File: src/rtl/instr_fetch.sv
// Instruction fetch front end: PC, async-read ROM request, 2-entry fetch FIFO,
// valid/ready delivery to decode, redirect flush and halt-on-EBREAK.
module instr_fetch #(
   parameter int unsigned                   ADDR_W     = 5,
   parameter int unsigned                   INSTR_W    = 32,
   parameter logic [ADDR_W+1:0]             RESET_PC   = '0,
   parameter logic [INSTR_W-1:0]            HALT_INSTR = 32'h00100073
) (
   input  logic                clk,
   input  logic                rst_n,
   output logic [ADDR_W-1:0]   imem_addr,
   input  logic [INSTR_W-1:0]  imem_q,
   input  logic                redirect_valid,
   input  logic [ADDR_W+1:0]   redirect_pc,
   output logic                if_valid,
   input  logic                if_ready,
   output logic [INSTR_W-1:0]  if_instr,
   output logic [ADDR_W+1:0]   if_pc,
   output logic                halted
);

   localparam int unsigned PC_W = ADDR_W + 2;

   logic [PC_W-1:0]    pc;
   logic [INSTR_W-1:0] fifo_instr [2];
   logic [PC_W-1:0]    fifo_pc    [2];
   logic               rd_ptr;
   logic               wr_ptr;
   logic [1:0]         count;
   logic               halt_seen;
   logic               pop;
   logic               push;

   always_comb begin
      pop  = 1'b0;
      push = 1'b0;
      pop  = (count != 2'd0) && if_ready;
      push = !redirect_valid && !halt_seen && ((count != 2'd2) || pop);
   end

   always_ff @(posedge clk or negedge rst_n) begin
      if (!rst_n) begin
         pc        <= RESET_PC & ~PC_W'(3);
         rd_ptr    <= 1'b0;
         wr_ptr    <= 1'b0;
         count     <= '0;
         halt_seen <= 1'b0;
         for (int unsigned i = 0; i < 2; i++) begin
            fifo_instr[i] <= '0;
            fifo_pc[i]    <= '0;
         end
      end else if (redirect_valid) begin
         // Flush wins over any pop this cycle; pointers realign so the next
         // push lands at the head.
         pc        <= redirect_pc & ~PC_W'(3);
         rd_ptr    <= 1'b0;
         wr_ptr    <= 1'b0;
         count     <= '0;
         halt_seen <= 1'b0;
      end else begin
         if (push) begin
            fifo_instr[wr_ptr] <= imem_q;
            fifo_pc[wr_ptr]    <= pc;
            wr_ptr             <= ~wr_ptr;
            pc                 <= pc + PC_W'(4);
            if (imem_q == HALT_INSTR)
               halt_seen <= 1'b1;
         end
         if (pop)
            rd_ptr <= ~rd_ptr;
         count <= count + {1'b0, push} - {1'b0, pop};
      end
   end

   assign imem_addr = pc[PC_W-1:2];
   assign if_valid  = (count != 2'd0);
   assign if_instr  = fifo_instr[rd_ptr];
   assign if_pc     = fifo_pc[rd_ptr];
   assign halted    = halt_seen && (count == 2'd0);

endmodule

File: config.mk
export PLATFORM = sky130hd
export DESIGN_NAME = instr_fetch
export DESIGN_NICKNAME = d
export VERILOG_FILES = /design/src/rtl/instr_fetch.sv
export SDC_FILE = /design/constraint.sdc
export NUM_CORES = 1
export LEC_CHECK = 0
export CAP_MARGIN = 10
export CORE_ASPECT_RATIO = 1.1
export CORE_MARGIN = 4
export CORE_UTILIZATION = 51
export DETAILED_ROUTE_END_ITERATION = 12
export PLACE_DENSITY = 0.81
export SETUP_SLACK_MARGIN = 0.2
export SLEW_MARGIN = 20
export SYNTH_ARGS = -nofsm -noshare
export SYNTH_HDL_FRONTEND = slang
export SYNTH_SLANG_ARGS = --single-unit
File: constraint.sdc
create_clock -name clk -period 1.88 [get_ports clk]
set_input_delay 0.282 -clock clk [delete_from_list [all_inputs] [get_ports clk]]
set_output_delay 0.282 -clock clk [all_outputs]
set_load 0.05 [all_outputs]
# Yosys cells after proc, flatten, opt, wreduce, memory -nomap -nowiden
# Cells that the tools add are included.
word_totals:
  inputBits: 43
  out_inout_bits: 46
  reg_bits: 90
  word_cells: 59
classes:
  n_addsub: 3
  eq_ne: 2
  reduce_logical: 15
  mux: 22
  bitwise: 5
  magnitude_cmp: 3
op_table:
  columns: ["op", "count"]
  rows:
  - ["$mux 32", 4]
  - ["$bwmux 64", 1]
  - ["$mux 7", 6]
  - ["$demux 32 s1", 1]
  - ["$eq 32x21->1 const B", 1]
  - ["$bwmux 14", 1]
  - ["$reduce_bool 2->1", 4]
  - ["$add 7x3->7 const B", 1]
  - ["$demux 7 s1", 1]
  - ["$mux 1", 7]
  - ["$logic_and 1x1->1", 5]
  - ["$ge 2x2->1 const B", 2]
  - ["$not 1->2", 2]
  - ["$reduce_and 2->1", 2]
  - ["$not 1->1", 3]
  - ["$add 2x1->2", 1]
  - ["$logic_not 1->1", 2]
  - ["$logic_not 2->1", 1]
  - ["$lt 2x1->1 const B", 1]
  - ["$mux 2", 1]
  - ["$ne 2x2->1 const B", 1]
  - ["$sub 2x1->2", 1]
  - ["$logic_or 1x1->1", 1]

# Logic depth before layout (Yosys ltp)
# Gate-level depths: netlist of run 1.
depth:
  ltp_word: 7
  mapped_depth: 9
  depth_no_buf: 7

# Worst setup path before layout of run 1
# Ideal clock, no wire load.
synth_timing:
  path_kind: "register to output"
  start: "register count[1]"
  end: "output port halted"
  t_required_ns: 1.598
  path_buffers: 0
  stages_incl_launch_ff: 3
  arrival_time_ns: 1.522
  path_slack_ns: 0.076
  path_cell_list: "dfrtp_1 > or2_2 > nor2_1"
synth_via:
  elab_chain_len: 2
synth_rtl:
  columns: ["element", "line_no", "text"]
  rows:
  - ["start, declared", "29", "logic [1:0] count;"]
  - ["start signal, assigned", "71", "count <= count + {1'b0, push} - {1'b0, pop};"]
  - ["$logic_not 2->1", "79", "assign halted = halt_seen && (count == 2'd0);"]
  - ["$logic_and 1x1->1", "79", null]
  - ["end, declared", "19", "output logic halted"]
# Every way passes these cells.

# Worst setup path in the final report of run 1
layout_timing:
  start: "register rd_ptr"
  end: "output port if_pc[2]"
layout_via:
  elab_chain_len: 4
layout_rtl:
  columns: ["element", "line_no", "text"]
  rows:
  - ["start, declared", "27", "logic rd_ptr;"]
  - ["start signal, assigned", "70", "rd_ptr <= ~rd_ptr;"]
  - ["$not 1->2 (implied by the code)", "78", "assign if_pc = fifo_pc[rd_ptr];"]
  - ["$mux 7 (implied by the code) (3 in series)", "78", null]
  - ["end, declared", "18", "output logic [ADDR_W+1:0] if_pc,"]
# Every way passes these cells. The select of a mux whose other input is x is not followed.

==> results of run 1 <==
[final cells by class]
cell class,count,area share (%)
flip-flops and latches,84,37.6
multi-input cells,168,33.5
repair buffers,122,22.0
well taps,105,2.35
clock buffers,9,2.21
clock inverters,6,2.04
inverters,4,0.268
[power breakdown]
| part | internal [W] | switching, W | total (W) | leakage (nW) |
|---|---|---|---|---|
| clock network | 0.000878 | 0.000664 | 0.00154 | 0.112 |
| logic | 0.00223 | 0.00274 | 0.00497 | 1.39 |
| registers | 0.00249 | 0.000413 | 0.00290 | 0.985 |
[sequential cells by signal (all words and copies together), names as in the netlist]
signal / count
rd_ptr: 1
halt_seen: 1
count: 2
fifo_pc: 10
fifo_instr: 64
wr_ptr: 1
pc: 5
[worst paths after layout]
kind / slack [ps] / cells after the start / endpoint / startpoint
setup reg to reg: 80 / 6 / pc[5]$_DFFE_PN0P_ / count[1]$_DFF_PN0_
hold / removal: 450 / 2 / fifo_instr[50]$_DFFE_PN0P_ / rst_n
max in group asynchronous: 840 / 3 / fifo_instr[0]$_DFFE_PN0P_ / rst_n
hold reg to reg: 510 / 1 / fifo_pc[3]$_DFFE_PN0P_ / fifo_pc[3]$_DFFE_PN0P_
min in group clk: 510 / 1 / fifo_pc[3]$_DFFE_PN0P_ / fifo_pc[3]$_DFFE_PN0P_
setup / recovery: 60 / 3 / if_pc[2] / rd_ptr$_DFFE_PN0P_
[metrics by stage]
stage | hold WS, ps | setup TNS (ps) | worst slack [ps]
CTS | 463 | 0 | 62.4
global placement | 288 | -6460 | -213
finish | 450 | 0 | 62.9
detailed placement | 292 | -7710 | -238
global route | 482 | 0 | 16.1
floorplan | -13.6 | 0 | 158
[worst max-delay path, cell delays in order (launching register included)]
cell	delay, ps
dfrtp_2	430
buf_4	200
mux2_2	370
buf_4	200
[cell families (layout without fill, tap and decap cells)]
group                    Yosys count  in the layout
multiplexers                     111            111
flip-flops                        84             84
AND/OR/NAND/NOR                   36             36
buffers and inverters             21            141
AO/OA/AOI/OAI                     13             13
adder cells (fa/ha/maj)            3              3
XOR/XNOR                           3              3
other                              1              2
[cell usage in the layout, fill, tap and decap left out, types with 3 or more instances in the layout]
master           synthesis  final
bufinv_16                0      3
clkdlybuf4s50_1          0     39
dfrtp_1                 84     82
mux2_4                  30     41
buf_6                    4      5
nand3_1                  5      4
nor4_1                   4      4
buf_4                    2     62
mux2_2                  80     70
buf_12                   0      9
clkbuf_16                0      3
o21ai_0                  3      3
nor2_1                   8      7
a31oi_1                  4      4
nand4_1                  3      3
clkbuf_8                 0      9
[routing by layer]
metal	up-vias	part of all wire [%]	GRT usage, %
li1	1222	-	-
met1	1346	43	24.8
met2	75	50	33.3
met3	20	4.8	5.08
met4	0	2.2	6.29
met5	-	0	0
[timing repair]
action,in CTS,in global routing
resized for setup,9,25
cloned,1,3
endpoints found under the setup margin,58,79
pin swaps,1,2
buffers inserted,5,4
hold endpoints to repair,36,0
hold buffers,1,0
==> impl_metrics.yaml, run 1 <==
cells_and_area:
  regArea_um2: 2100
  final_cells: 498
  final_core_util_pct: 74.0
  fillers: 463
  drive_above_1_share_pct: 56.7
  design_area_um2: 5590
  num_antenna_cells: 0
  multi_input_area_um2: 1880
  fin_nets: 435
  area_growth_pct: 39.3
setup_path:
  criticalPathCategory: "flip-flop to primary output"
  startpoint_type: "flip-flop"
  cp.arrival_ps: 1540
  end_kind: "primary output"
  crit_fanout: 9
  critPathRequiredTime_ps: 1600
pwr:
  power.total_w: 0.00941
  p_per_area_nw_per_um2: 1680
  ir_drop_v: 0.00131
  p_leak_nw: 2.48
grt:
  grt_pass1_wl_um: 14300
  grt_pass1_vias: 2846
  grt_overflow_total: 0
  grt_max_degree: 40
  track_usage_pct: 19.7
  antenna_found_initial: 0
clock_tree:
  htree_levels: 3
  clk_pin_slew_ps: 90
  clk_latency_ps: 340
  max-clock-path-buffers: 2
  cts_root_buf: "clkbuf_8"
  tritoncts: "built"
  cts_num_sinks: 84
  cts_made_buffers: 9
floorplanning:
  start_util_pct: 53.1
  ios: 89
  die_w_um: 92.6
  die_y_um: 101
  rows: 33
  core_um2: 7560
  die_area_um2: 9360
synthesis:
  synthesis.area_um2: 4020
  synthMuxAreaShare_pct: 33.9
  yosysWarnings: 0
  synth_area_leader_cell: "dfrtp_1"
  synthAdderAreaFrac_pct: 0.935
  synthDistinctLibCells: 37
  syn_area_per_cell_um2: 14.8
  synth.most_common_cell: "dfrtp_1"
  synth_simple_gate_area_share_pct: 6.11
  synth_area_leaders: "dfrtp_1 52%, mux2_2 22%, mux2_4 11%, buf_6 1.1%, buf_8 1.1%"
  syn_inst: 272
  synth_compound_area_share_pct: 2.12
  synth_edf_count: 0
  async_flop_share_pct: 100
  synth_top_family_by_area: "multiplexers"
  ys_ff_latch: 84
  synth_xor_area_share_pct: 0.654
  synthFlopType: "dfrtp_1"
  seq_area_frac_synth_pct: 52.4
  synth_commonest_cells: "84 x dfrtp_1, 80 x mux2_2, 30 x mux2_4"
  synth_top_cell_area_share_pct: 52.4
sta:
  relSlewSlack_pct: 65.5
  drv_slew: 0
  worst_pin_slew_ps: 518
  skew_ps: 11.9
  fin_crit_sh_pct: 96.7
  finalSetupViolations: 0
  period_needed_ps: 1820
  fmax_ghz: 0.550
  finalHoldViolations: 0
  rsz0062_at_grt: "true"
route:
  drt_iter0_drc: 57
  ant_nets: 0
  vias: 2663
  firstDrtPassIters: 4
  viasPerCell: 5.35
  wl_um: 9510
  wl_per_cell_um: 19.1
  drc: 0
hold_path:
  hold_path_class: "primary input to async pin"
outcome:
  status: "completed"
placement:
  placed_cells: 469
  placed_area_um2: 5010
  place_congestion: 0.773
  place_hpwl_um: 5920
  numPortBuffers: 84
run:
  max_cap_violations: 0
Note: power is estimated with default switching activity, not from simulation.
==> run 2, diff against run 1 <==
--- a/config.mk
+++ b/config.mk
@@ -6,11 +6,11 @@
 export NUM_CORES = 1
 export LEC_CHECK = 0
 export CAP_MARGIN = 10
-export CORE_ASPECT_RATIO = 1.1
 export CORE_MARGIN = 4
-export CORE_UTILIZATION = 51
+export CORE_UTILIZATION = 46
+export CTS_CLUSTER_SIZE = 20
 export DETAILED_ROUTE_END_ITERATION = 12
-export PLACE_DENSITY = 0.81
+export PLACE_DENSITY = 0.77
 export SETUP_SLACK_MARGIN = 0.2
 export SLEW_MARGIN = 20
 export SYNTH_ARGS = -nofsm -noshare
==> constraint.sdc (replaced) <==
create_clock -name clk -period 1.59 [get_ports clk]
set_input_delay 0.2385 -clock clk [delete_from_list [all_inputs] [get_ports clk]]
set_output_delay 0.2385 -clock clk [all_outputs]
set_load 0.05 [all_outputs]
==> impl_metrics.yaml, run 2 (same netlist as run 1, synthesis figures left out) <==
floorplanning:
  die_w_um: 101
  start_util_pct: 48.1
  die_area_um2: 10300
  ios: 89
  core_um2: 8340
  die_y_um: 101
  rows: 33
cells_and_area:
  area_growth_pct: 63.7
  fin_nets: 473
  largest_register_ff_count: 64
  fillers: 452
  drive_above_1_share_pct: 63.8
  regArea_um2: 2110
  design_area_um2: 6570
  mostFrequentLayoutCell: "mux2_4"
  final_cells: 536
  final_core_util_pct: 78.8
  layout_common_cells: "102 x mux2_4, 79 x dfrtp_1, 46 x buf_6"
  multi_input_area_um2: 2160
  num_antenna_cells: 0
  largest_registers: "fifo_instr: 64 flops, fifo_pc: 10 flops, pc: 5 flops"
  regMostFlops: "fifo_instr"
grt:
  grt_pass1_vias: 3085
  grt_overflow_total: 0
  track_usage_pct: 21.8
  grt_max_degree: 32
  antenna_found_initial: 0
  grt_pass1_wl_um: 17000
setup_path:
  critical-path-top-delay-family: "buffers and inverters"
  worst-path-buf-inv: 4
  cp.arrival_ps: 2050
  r2r-start: "count[1]$_DFF_PN0_"
  criticalPathCategory: "flip-flop to flip-flop"
  cpMostUsedCell: "buf_4"
  startpoint_type: "flip-flop"
  worstPathCellList: "nor3b_2 -> buf_4 -> nor4_4 -> buf_4 -> buf_6 -> buf_16 -> mux2_4"
  critical_path.max_stage_delay_ps: 450
  cp-startpoint: "count[1]$_DFF_PN0_"
  critPathRequiredTime_ps: 1830
  cp_slowest_cell: "dfrtp_2"
  end_kind: "flip-flop"
  crit_fanout: 6
outcome:
  failed_checks: "negative setup slack"
  status: "finished, violations left"
run:
  max_cap_violations: 0
route:
  wl_um: 11100
  ant_nets: 0
  firstDrtPassIters: 4
  wl_per_cell_um: 20.6
  vias: 2835
  drc: 0
  viasPerCell: 5.29
  drt_iter0_drc: 101
clock_tree:
  cts_num_sinks: 84
  cts_root_buf: "clkbuf_8"
  tritoncts: "built"
  clk_pin_slew_ps: 90
  clk_latency_ps: 360
  htree_levels: 3
  cts_made_buffers: 9
  max-clock-path-buffers: 2
sta:
  tns_ps: -17410
  finalSetupViolations: 117
  period_needed_ps: 1810
  final.setup.worst_slack_ps: -217
  rsz0062_at_grt: "true"
  fin_crit_sh_pct: 114
  drv_slew: 0
  skew_ps: 10.7
  finalHoldViolations: 0
  fmax_ghz: 0.554
placement:
  place_congestion: 0.792
  placed_area_um2: 5530
  numPortBuffers: 84
  dp_worst_setup_slack_ps: -478
  placed_cells: 487
  place_hpwl_um: 6350
pwr:
  ir_drop_v: 0.000947
  p_per_area_nw_per_um2: 1930
  p_leak_nw: 3.09
hold_path:
  hold_path_class: "primary input to async pin"
run 2: changes by cell type in the layout (fill, tap and decap cells not counted), moves of 7 or more:
cell    delta
mux2_2    -61
buf_4     -21
buf_16     +7
mux2_4    +61
buf_6     +41
buf_12    +13
run 2: power by group:
part | switching, W | internal [W] | total, W
Combinational | 0.00359 | 0.00397 | 0.00756
Sequential | 0.000548 | 0.00295 | 0.00350
Clock | 0.000795 | 0.000847 | 0.00164
Total | 0.00493 | 0.00776 | 0.0127
run 2: repair_timing:
action / in CTS / in global routing
buffers inserted: 16 / 8
pin swaps: 10 / 7
gates resized for setup: 78 / 20
hold endpoints to repair: 26 / 0
setup endpoints to repair: 120 / 122
gates cloned: 8 / 1
hold buffers: 1 / 0
run 2: path summary, 6_finish.rpt:
path / end / slack (ps) / cells after the start
worst min register to register: fifo_instr[58]$_DFFE_PN0P_ / 510 / 1
max in group asynchronous: pc[3]$_DFFE_PN0P_ / 710 / 3
worst max register to register: fifo_instr[58]$_DFFE_PN0P_ / -220 / 7
min in group clk: pc[2]$_DFFE_PN0P_ / 430 / 3
worst max-delay path: fifo_instr[58]$_DFFE_PN0P_ / -220 / 7
worst min-delay path: fifo_instr[1]$_DFFE_PN0P_ / 350 / 2
run 2: routing by layer:
metal | global-route usage [%] | wire length (µm)
met1 | 30.0 | 4940
met2 | 35.2 | 5520
met3 | 4.34 | 504
met4 | 6.24 | 104
met5 | 0 | 0
run 2: final cells by class:
type | count | area share [%]
clock inverters | 3 | 0.685
repair buffers | 160 | 29.6
clock buffers | 12 | 2.51
inverters | 4 | 0.228
well taps | 105 | 2.00
flip-flops and latches | 84 | 32.1
multi-input cells | 168 | 32.9
run 2: per-stage QoR:
| stage | hold WS [ps] | power (W) |
|---|---|---|
| 2_1_floorplan | -57.1 | 0.00791 |
| 3_3_place_gp | 190 | 0.00976 |
| 3_5_place_dp | 194 | 0.00988 |
| 4_1_cts | 353 | 0.0125 |
| 5_1_grt | 375 | 0.0132 |
| 6_report | 345 | 0.0127 |
==> run 3, diff against run 2 <==
--- a/config.mk
+++ b/config.mk
@@ -5,6 +5,7 @@
 export SDC_FILE = /design/constraint.sdc
 export NUM_CORES = 1
 export LEC_CHECK = 0
+export ABC_CLOCK_PERIOD_IN_PS = 1590
 export CAP_MARGIN = 10
 export CORE_MARGIN = 4
 export CORE_UTILIZATION = 46
==> results of run 3 <==
Final layout, timing and power as in run 2 (identical DEF).
